<file path="src/rtl/mvm_pkg.sv">
// rtl/mvm_pkg.sv - shared types and header helpers for the matrix-vector engine
//
// Purpose: FSM state encoding plus the element-size legality check and the
//          packing arithmetic used when walking packed vectors and weight rows.
// Ports:   none (package)
package mvm_pkg;

  typedef enum logic [2:0] {
    IDLE,
    HDR,
    LOAD_IN,
    ROW,
    WRITE,
    DONE
  } state_t;

  // Only power-of-two sizes that tile a word exactly are legal.
  function automatic logic size_legal(input int s, input int data_w);
    return ((s == 1) || (s == 2) || (s == 4) || (s == 8) || (s == 16)) && (s <= data_w);
  endfunction

  function automatic int elems_per_word(input int s, input int data_w);
    return (s == 0) ? 1 : (data_w / s);
  endfunction

  function automatic int words_per_row(input int n, input int s, input int data_w);
    return (n * s + data_w - 1) / data_w;
  endfunction

endpackage

</file>
<file path="src/rtl/mvm_unpack.sv">
// rtl/mvm_unpack.sv - extract one packed element from a memory word
//
// Purpose: combinational selector; element `index` of `word` holding elements of
//          `size` bits packed MSB-first, returned zero-extended to DATA_W.
// Ports:   word  in  DATA_W  packed memory word
//          size  in  DATA_W  element size in bits (legal sizes only)
//          index in  DATA_W  element position within the word, 0 = MSBs
//          elem  out DATA_W  zero-extended element
module mvm_unpack
  import mvm_pkg::*;
#(
  parameter int DATA_W = 16
) (
  input  logic [DATA_W-1:0] word,
  input  logic [DATA_W-1:0] size,
  input  logic [DATA_W-1:0] index,
  output logic [DATA_W-1:0] elem
);

  logic [DATA_W:0]   mask;
  logic [31:0]       shamt;
  logic [DATA_W-1:0] shifted;

  always_comb begin
    // One extra bit so a full-width element (size == DATA_W) still gets an all-ones mask.
    mask    = ((DATA_W+1)'(1) << size) - (DATA_W+1)'(1);
    shamt   = 32'(DATA_W) - 32'(size) * (32'(index) + 32'd1);
    shifted = word >> shamt;
    elem    = shifted & mask[DATA_W-1:0];
  end

endmodule

</file>
<file path="src/rtl/mvm_engine.sv">
// rtl/mvm_engine.sv - packed matrix-vector multiply engine, y = W*x
//
// Purpose: reads header + packed vector from the input SRAM and header + packed
//          weight rows from the weight memory, accumulates one element per cycle
//          and writes y[r] to the input SRAM at OUT_BASE+r.
// Option:  MVM_SATURATE_EN - saturating accumulator and written result
//          (default: wrapping accumulator, truncated result).
// Ports:   clk, reset (async, active-high)
//          dut_run / dut_busy / dut_error        run handshake and sticky header error
//          dut_sram_read_address, sram_dut_read_data    input SRAM read port (1-cycle latency)
//          dut_wmem_read_address, wmem_dut_read_data    weight memory read port (1-cycle latency)
//          dut_sram_write_address/_data/_enable         result write port
module mvm_engine
  import mvm_pkg::*;
#(
  parameter int                ADDR_W   = 12,
  parameter int                DATA_W   = 16,
  parameter int                ACC_W    = 32,
  parameter int                MAX_N    = 16,
  parameter logic [ADDR_W-1:0] OUT_BASE = 'h080
) (
  input  logic              clk,
  input  logic              reset,
  input  logic              dut_run,
  output logic              dut_busy,
  output logic              dut_error,
  output logic [ADDR_W-1:0] dut_sram_read_address,
  input  logic [DATA_W-1:0] sram_dut_read_data,
  output logic [ADDR_W-1:0] dut_wmem_read_address,
  input  logic [DATA_W-1:0] wmem_dut_read_data,
  output logic [ADDR_W-1:0] dut_sram_write_address,
  output logic [DATA_W-1:0] dut_sram_write_data,
  output logic              dut_sram_write_enable
);

  localparam int CW = $clog2(MAX_N + 1);
  localparam int XW = (MAX_N > 1) ? $clog2(MAX_N) : 1;
  localparam int EW = $clog2(DATA_W) + 1;

  state_t            state;
  logic [1:0]        hphase;
  logic [DATA_W-1:0] n_hdr;
  logic [DATA_W-1:0] n_w;
  logic [CW-1:0]     n_q;
  logic [DATA_W-1:0] s_q;
  logic [EW-1:0]     epw_q;
  logic [EW-1:0]     eidx;
  logic [CW-1:0]     c;
  logic [CW-1:0]     r;
  logic              rd_wait;
  logic [DATA_W-1:0] word_buf;
  logic [ACC_W-1:0]  acc;
  logic [DATA_W-1:0] x_buf [MAX_N];

  logic [DATA_W-1:0]   src_word;
  logic [DATA_W-1:0]   eidx_ext;
  logic [DATA_W-1:0]   elem;
  logic [XW-1:0]       x_idx;
  logic [DATA_W-1:0]   cur_x;
  logic [2*DATA_W-1:0] prod;
  logic [ACC_W:0]      sum;
  logic [ACC_W-1:0]    acc_next;
  logic [DATA_W-1:0]   result;
  logic                hdr_bad;
  logic                last_elem;
  logic                last_in_word;

  // The first element of a word comes straight off the read port; the word is
  // captured so later elements of it come from word_buf while the port idles.
  always_comb begin
    src_word = word_buf;
    if (eidx == '0) begin
      src_word = (state == LOAD_IN) ? sram_dut_read_data : wmem_dut_read_data;
    end
    eidx_ext     = DATA_W'(eidx);
    x_idx        = XW'(c);
    cur_x        = x_buf[x_idx];
    prod         = {{DATA_W{1'b0}}, elem} * {{DATA_W{1'b0}}, cur_x};
    sum          = {1'b0, acc} + (ACC_W+1)'(prod);
    last_elem    = (c == n_q - CW'(1));
    last_in_word = (eidx == epw_q - EW'(1));
    hdr_bad      = (n_hdr == '0) || (n_hdr > DATA_W'(MAX_N)) ||
                   !size_legal(int'(sram_dut_read_data), DATA_W) ||
                   (n_w != n_hdr) || (wmem_dut_read_data != sram_dut_read_data);
  end

`ifdef MVM_SATURATE_EN
  always_comb begin
    acc_next = sum[ACC_W] ? {ACC_W{1'b1}} : sum[ACC_W-1:0];
    result   = (|acc_next[ACC_W-1:DATA_W]) ? {DATA_W{1'b1}} : acc_next[DATA_W-1:0];
  end
`else
  always_comb begin
    acc_next = sum[ACC_W-1:0];
    result   = acc_next[DATA_W-1:0];
  end
`endif

  mvm_unpack #(.DATA_W(DATA_W)) u_unpack (
    .word  (src_word),
    .size  (s_q),
    .index (eidx_ext),
    .elem  (elem)
  );

  always_ff @(posedge clk) begin
    if (state == LOAD_IN && !rd_wait) begin
      x_buf[x_idx] <= elem;
    end
  end

  always_ff @(posedge clk or posedge reset) begin
    if (reset) begin
      state                  <= IDLE;
      hphase                 <= '0;
      n_hdr                  <= '0;
      n_w                    <= '0;
      n_q                    <= '0;
      s_q                    <= '0;
      epw_q                  <= '0;
      eidx                   <= '0;
      c                      <= '0;
      r                      <= '0;
      rd_wait                <= 1'b0;
      word_buf               <= '0;
      acc                    <= '0;
      dut_busy               <= 1'b0;
      dut_error              <= 1'b0;
      dut_sram_read_address  <= '0;
      dut_wmem_read_address  <= '0;
      dut_sram_write_address <= '0;
      dut_sram_write_data    <= '0;
      dut_sram_write_enable  <= 1'b0;
    end else begin
      dut_sram_write_enable <= 1'b0;
      case (state)
        IDLE: begin
          if (dut_run) begin
            state                 <= HDR;
            hphase                <= '0;
            dut_busy              <= 1'b1;
            dut_error             <= 1'b0;
            dut_sram_read_address <= '0;
            dut_wmem_read_address <= '0;
          end
        end

        HDR: begin
          case (hphase)
            2'd0: begin
              dut_sram_read_address <= ADDR_W'(1);
              dut_wmem_read_address <= ADDR_W'(1);
              hphase                <= 2'd1;
            end
            2'd1: begin
              n_hdr                 <= sram_dut_read_data;
              n_w                   <= wmem_dut_read_data;
              dut_sram_read_address <= ADDR_W'(2);
              dut_wmem_read_address <= ADDR_W'(2);
              hphase                <= 2'd2;
            end
            default: begin
              if (hdr_bad) begin
                dut_error <= 1'b1;
                dut_busy  <= 1'b0;
                state     <= DONE;
              end else begin
                n_q     <= CW'(n_hdr);
                s_q     <= sram_dut_read_data;
                epw_q   <= EW'(elems_per_word(int'(sram_dut_read_data), DATA_W));
                c       <= '0;
                eidx    <= '0;
                r       <= '0;
                acc     <= '0;
                // Word 2 was already presented during this cycle, so data is ready next cycle.
                rd_wait <= 1'b0;
                state   <= LOAD_IN;
              end
            end
          endcase
        end

        LOAD_IN, ROW: begin
          if (rd_wait) begin
            rd_wait <= 1'b0;
          end else begin
            if (eidx == '0) begin
              word_buf <= src_word;
            end
            if (last_elem) begin
              c    <= '0;
              eidx <= '0;
              if (state == LOAD_IN) begin
                rd_wait <= 1'b1;
                state   <= ROW;
              end else begin
                acc                    <= '0;
                dut_sram_write_enable  <= 1'b1;
                dut_sram_write_address <= OUT_BASE + ADDR_W'(r);
                dut_sram_write_data    <= result;
                // Next row starts on a fresh word; leftover packed elements are skipped.
                dut_wmem_read_address  <= dut_wmem_read_address + ADDR_W'(1);
                state                  <= WRITE;
              end
            end else begin
              c <= c + CW'(1);
              if (state == ROW) begin
                acc <= acc_next;
              end
              if (last_in_word) begin
                eidx    <= '0;
                rd_wait <= 1'b1;
                if (state == LOAD_IN) begin
                  dut_sram_read_address <= dut_sram_read_address + ADDR_W'(1);
                end else begin
                  dut_wmem_read_address <= dut_wmem_read_address + ADDR_W'(1);
                end
              end else begin
                eidx <= eidx + EW'(1);
              end
            end
          end
        end

        WRITE: begin
          r <= r + CW'(1);
          if (r == n_q - CW'(1)) begin
            dut_busy <= 1'b0;
            state    <= DONE;
          end else begin
            rd_wait <= 1'b1;
            state   <= ROW;
          end
        end

        DONE: begin
          if (!dut_run) begin
            state <= IDLE;
          end
        end

        default: state <= IDLE;
      endcase
    end
  end

endmodule

</file>
<file path="config.mk">
export PLATFORM = sky130hd
export DESIGN_NAME = mvm_engine
export DESIGN_NICKNAME = d
export VERILOG_FILES = /design/src/rtl/mvm_pkg.sv /design/src/rtl/mvm_unpack.sv /design/src/rtl/mvm_engine.sv
export SDC_FILE = /design/constraint.sdc
export NUM_CORES = 1
export LEC_CHECK = 0
export BUFFER_PORTS_ARGS = -buffer_cell sky130_fd_sc_hd__buf_2
export CAP_MARGIN = 20
export CORE_MARGIN = 4
export CORE_UTILIZATION = 35
export CTS_BUF_LIST = sky130_fd_sc_hd__clkbuf_16
export DETAILED_ROUTE_END_ITERATION = 16
export GPL_ROUTABILITY_DRIVEN = 0
export PLACE_DENSITY_LB_ADDON = 0.12
export SLEW_MARGIN = 20
export SYNTH_ARGS = -nofsm -noshare
export SYNTH_HDL_FRONTEND = slang
export SYNTH_HIERARCHICAL = 1
export SYNTH_SLANG_ARGS = --single-unit
</file>
<file path="constraint.sdc">
create_clock -name clk -period 14 [get_ports clk]
set_clock_uncertainty 0.15 [all_clocks]
set_input_delay 1.4 -clock clk [delete_from_list [all_inputs] [get_ports clk]]
set_output_delay 1.4 -clock clk [all_outputs]
set_load 0.03 [all_outputs]
</file>
==> metrics.txt, run 1 <==
Die Wd 415 um; most numerous cell in the Yosys netlist nand2_1; H-tree Lvls 2; CTS sink cnt 416; reg2reg path depth between 40 and 50; total of max-cap violations 0; Critical-path top delay cell or3_1; clock buffer depth 3; post-synth top area share 13.3%; Die Height 415 um; hold depth 2; main area contributors after synthesis edfxtp_1 (13%), ha_1 (12%), fa_1 (11%); Area Overhead vs Synth 42.1%; CTS tree built; worst slew pin tran 1.80 ns; Final #Nets 9812; adder-cell area share of the yosys netlist ~22%; gr ovfl total 0; Hold Crit Class register to register; CP arrival 69.73 ns; die area about 170000 um^2; first-pass GRT wire length 331000 um; crit end category register; drt drc 0; worst path required time ~14 ns; gr usage total 23.8%; Site Rows 149; Syn Area/Cell 8.65 um^2; met2 routed WL about 100000 um; Max Freq 14.4 MHz; layout cells sized above 1 36.4%; Synth Cell Area 57900 um^2; Skew-Pair Late Insertion Delay 0.65 ns; Final ANT Viol Nets 0; DP HPWL 158000 um; sequential area share after synthesis 20.2%; Distinct cells, synth 141; main combinational cell family by area after synthesis adder cells; vias 58.5k; mux contribution to synthesized area 6.95%; WL per Instance 19.0 um; Setup Viol. Count Final 5; CP Max Fanout 12; Pre-antenna DRT Iters 8; initial antenna violation count 13; CP Launch Type input pin; status finished with violations; Synth async-reset ratio between 30% and 40%; uppermost layer routed met4; failing checks max-slew violations, negative setup slack; core area 165000 um^2; CP most frequent cell buf_4; wirelength, routed 212000 um; Synth Area in Simple Gates between 10% and 20%; dpl ws -59.04 ns; First DRT Iteration DRCs 3293; Util after Layout between 40% and 50%; Synth Instances 6701; CTS clock-pin slew for the worst setup and hold paths about 0.060 ns; Hold Fails Final Rpt 0; wire length on met3 about 7400 um; largest net degree at the start of global routing a little under 90; Compound-Gate Fraction of Synth Area between 10% and 20%; fin crit share 496%; CTS Buf Count 49; max_slew headroom -21.2%; Via density between 5 and 6; Final min period approximately 69 ns; Synth Flop Type edfxtp_1; PnR worst setup slack -55.39 ns; I/O pins 90; EDFF count, synth between 200 and 300; number of global-route vias before repair 59.2k; Synth area leader edfxtp_1; starting density of the core 35.2%; Post-synth top cells nand2_1 (674), inv_1 (559), ha_1 (534); Root Driver clkbuf_16; worst hold slack 0.326 ns; Synth warnings 6; unrepaired setup endpoints after global routing true; Yosys reg bits 416; Max Slew Vio Count 17; IO buf count 83; slowest stage delay, CP 0.41 ns; Metal-1 WL 93900 um; XOR/XNOR Fraction of Synth Area approximately 5.4%; worst setup path class input pin to register
layout by cell type (no fill, tap or decap), types with 87 or more instances in the layout:
| master | instances |
|---|---|
| inv_1 | 553 |
| xnor2_1 | 224 |
| and2_1 | 246 |
| edfxtp_1 | 256 |
| buf_4 | 2244 |
| fa_1 | 312 |
| nand2_1 | 654 |
| nor2_1 | 397 |
| nand3_1 | 156 |
| nand2b_1 | 132 |
| o21ai_0 | 311 |
| dfrtp_1 | 154 |
| a21oi_1 | 327 |
| nor3_1 | 113 |
| xor2_1 | 123 |
| ha_1 | 470 |
| a21o_1 | 150 |
| mux2_2 | 101 |
| o21a_1 | 107 |
| nor2b_1 | 87 |
metal layers:
metal	vias up	GRT usage [%]
li1	28453	-
met1	28507	31.2
met2	1174	42.0
met3	317	1.73
met4	0	6.82
met5	-	0
cell type report:
class / count / area, um^2
antenna: 10 / 25.0
clock buffer: 49 / 1230
clock inverter: 42 / 330
fill: 15729 / 82500
inverter: 564 / 2130
multi-input combinational: 5517 / 46100
sequential: 416 / 11700
tap: 2189 / 2740
timing repair buffer: 2383 / 18100
through the flow:
step	std cells	instance area, um^2	setup TNS, ns
final	11170	82300	-250.64
after global routing	11167	82300	-266.31
after CTS	11060	80500	-244.67
after detailed placement	10562	74800	-266.88
after global placement	10561	74800	-259.68
after floorplan	6748	59600	-264.14
timing repair:
item / 4_1_cts / 5_1_grt
pin swaps: 235 / 185
hold buffers: 0 / 0
cloned: 4 / 1
setup endpoints to repair: 5 / 11
hold endpoints to repair: 0 / 0
gates resized for setup: 234 / 201
setup buffers: 403 / 100
registers in the layout, summed over array words and instances (netlist names), 6 cells and up:
signal and cells:
dut_sram_write_data 16, word_buf 16, n_w 16, dut_sram_write_address 6
acc 16, n_hdr 16, s_q 16, x_buf 256
dut_sram_read_address 12, dut_wmem_read_address 12
cells by family (layout without fill, tap and decap cells):
group | Yosys count | count (layout)
mux | 286 | 286
compound gates | 1697 | 1699
fa+ha+maj | 846 | 846
other cells | 1 | 58
buf+inv | 818 | 3038
simple gates | 2283 | 2284
flops | 416 | 416
xor+xnor | 354 | 354
worst max-delay path: cells and delay by family:
kind                     cells  cell delay [ns]
XOR/XNOR                     4             0.65
AND/OR/NAND/NOR             81            11.40
AO/OA/AOI/OAI              162            25.68
buffers and inverters      163            20.38
multiplexers                10             2.77
adder cells (fa/ha/maj)     27             7.37
worst paths after layout:
| check | start | to | slack (ns) |
|---|---|---|---|
| setup reg to reg | eidx[4]$_DFFE_PP0P_ | dut_sram_write_data[15]$_DFFE_PP0P_ | 0.88 |
| hold / removal | dut_sram_write_address[2]$_DFFE_PP0P_ | dut_sram_write_address[2]$_DFFE_PP0P_ | 0.33 |
| hold reg to reg | dut_sram_write_address[2]$_DFFE_PP0P_ | dut_sram_write_address[2]$_DFFE_PP0P_ | 0.33 |
| max in group asynchronous | reset | acc[8]$_DFFE_PP0P_ | 11.42 |
| setup / recovery | sram_dut_read_data[13] | epw_q[0]$_DFFE_PP0P_ | -55.39 |
| min in group asynchronous | reset | word_buf[1]$_DFFE_PP0P_ | 0.73 |
Power of run 1 is left out: the tool's default activity adds up to more than one toggle a clock period on the data nets, which glitch-free logic cannot reach.
==> run 2: changes to the inputs <==
clock period = 58.2 ns   (was 14 ns; I/O delays follow)
==> run 2 against run 1 <==
  * The run still ends with max-slew violations, negative setup slack left
  * Die area did not move
  * Clock-buffer cell count unchanged
  * Via count increased by 0.29%
  * Hold slack better by 0.0012 ns
  * Sequential cell count did not move
  * Design area rose by 0.29%
  * Wire length rose by 0.56%
  * Global-route usage up 0.18 points
  * First-iteration DRC count grew 4.3%
  * Non-clock buffer count rose by 23
  * Critical path depth is 3 higher
  * Register-to-register slack improved by 43 ns
==> metrics.txt, run 2 (synthesis results as in run 1) <==
Biggest register x_buf; Hold Path Origin dut_sram_write_address[1]$_DFFE_PP0P_; H-tree Lvls 2 (unchanged); Max Slew Vio Count 17 (unchanged); commonest non-fill, non-tap cells in the layout buf_4 (2262), nand2_1 (649), inv_1 (550); status finished with violations; worst setup path class input pin to register; Skew-Pair Late Insertion Delay 0.61 ns (-0.04 ns); Die Height 415 um (unchanged); CTS Buf Count 47 (-4.1%); Setup TNS Final -53.08 ns (+197.56 ns); Hold Fails Final Rpt 0 (unchanged); gr ovfl total 0 (unchanged); Final ANT Viol Nets 0 (unchanged); Site Rows 149 (unchanged); Hold Crit Class register to register; CP most frequent cell buf_4; Final #Nets 9832 (+0.20%); worst hold slack 0.328 ns (+0.00123 ns); CTS clock-pin slew for the worst setup and hold paths 0.06 ns (about the same); fin crit share 127%; first-pass GRT wire length 335000 um (+1.1%); total of max-cap violations 0 (unchanged); Critical Path End epw_q[0]$_DFFE_PP0P_; worst slew pin tran 1.84 ns (+0.0332 ns); initial antenna violation count 12 (-1); CP arrival 74.30 ns (+4.57 ns); starting density of the core 35.2% (unchanged); CTS sink cnt 416 (unchanged); slowest stage delay, CP 0.50 ns (+0.09 ns); CP Launch Type input pin; Root Driver clkbuf_16; CP Max Fanout 17 (+5); beginning of the critical path sram_dut_read_data[13]; worst path required time 58.53 ns (+44.19 ns); worst r2r dst acc[15]$_DFFE_PP0P_; Setup Viol. Count Final 5 (unchanged); IO buf count 83 (unchanged); crit end category register; PnR worst setup slack -15.77 ns (+39.62 ns); largest net degree at the start of global routing 106 (+20%); Final min period 73.97 ns; gr usage total 23.9% (+0.18 points); WL per Instance 19.0 um (+0.40%); number of global-route vias before repair 59.9k (+1.2%); DP HPWL 158000 um (-0.44%); vias 58.6k (+0.29%); max_slew headroom -23.4% (-2.2 points); reg2reg path depth 42 (-4.5%); Max Freq 13.5 MHz; failing checks max-slew violations, negative setup slack; reg2reg start eidx[0]$_DFFE_PP0P_; Pre-antenna DRT Iters 6 (-2); clock buffer depth 3 (unchanged); Die Wd 415 um (unchanged); I/O pins 90 (unchanged); Finished Layout Cells 11.2k (+0.16%); commonest non-fill, non-tap cell in the layout buf_4; unrepaired setup endpoints after global routing true; Critical-path top delay cell or4_1; CTS tree built; layout cells sized above 1 36.7% (+0.28 points); placed insts 10.5k (-0.15%); wirelength, routed 213000 um (+0.56%); First DRT Iteration DRCs 3434 (+4.3%); Area Overhead vs Synth 42.5%; max reg flops 256 (unchanged); Via density 5.24 (+0.13%); reg2reg setup slack 44.32 ns (+43.44 ns); die area 172000 um^2 (unchanged); drt drc 0 (unchanged); core area 165000 um^2 (unchanged)
-- run 2: layer usage --
layer	vias up	wire length, um	part of all wire, %	GRT usage (%)
met1	28606	94800	45	31.5
met5	-	0	0	0
met4	0	6310	3.0	6.48
li1	28464	-	-	-
met3	332	6900	3.2	1.40
met2	1219	105000	49	42.6
-- run 2: worst min path at each step --
stage / to / slack (ns) / cells past startpoint
after floorplan: s_q[0]$_DFFE_PP0P_ / 0.30 / 2
after global placement: dut_sram_write_address[7]$_DFFE_PP0P_ / 0.30 / 1
after detailed placement: dut_sram_write_address[7]$_DFFE_PP0P_ / 0.31 / 1
after CTS: dut_sram_write_address[1]$_DFFE_PP0P_ / 0.33 / 2
after global routing: dut_sram_write_address[7]$_DFFE_PP0P_ / 0.34 / 1
final: dut_sram_write_address[1]$_DFFE_PP0P_ / 0.33 / 2
-- run 2: critical path, delay by kind of cell --
kind            cells  cell delay (ns)
compound gates    154            25.48
simple gates       92            12.80
fa+ha+maj          26             6.78
xor+xnor            1             0.13
buf+inv           170            21.07
mux                 7             2.11
-- run 2: area by class of cell --
type | count | area, um^2
antenna | 12 | 30.0
inverter | 564 | 2130
multi-input combinational | 5516 | 46200
fill | 15696 | 82200
sequential | 416 | 11700
tap | 2189 | 2740
timing repair buffer | 2406 | 18200
clock inverter | 36 | 312
clock buffer | 49 | 1230
-- run 2: repair_timing --
| item | in CTS | in global routing |
|---|---|---|
| cloned | 3 | 1 |
| gates resized for setup | 271 | 189 |
| hold buffers | 0 | 0 |
| buffers inserted | 439 | 104 |
| pin swaps | 256 | 173 |
| endpoints found under the setup margin | 5 | 5 |
-- run 2: metrics by stage --
step           setup WS (ns)  utilization (%)  cell area [um^2]
2_1_floorplan         -18.55                -             59600
3_3_place_gp          -17.80             45.3             74700
3_5_place_dp          -19.26             45.3             74700
4_1_cts               -14.18             49.1             80800
5_1_grt               -19.35             50.1             82600
6_report              -15.77             50.1             82600
Power of run 2 is left out for the same reason.
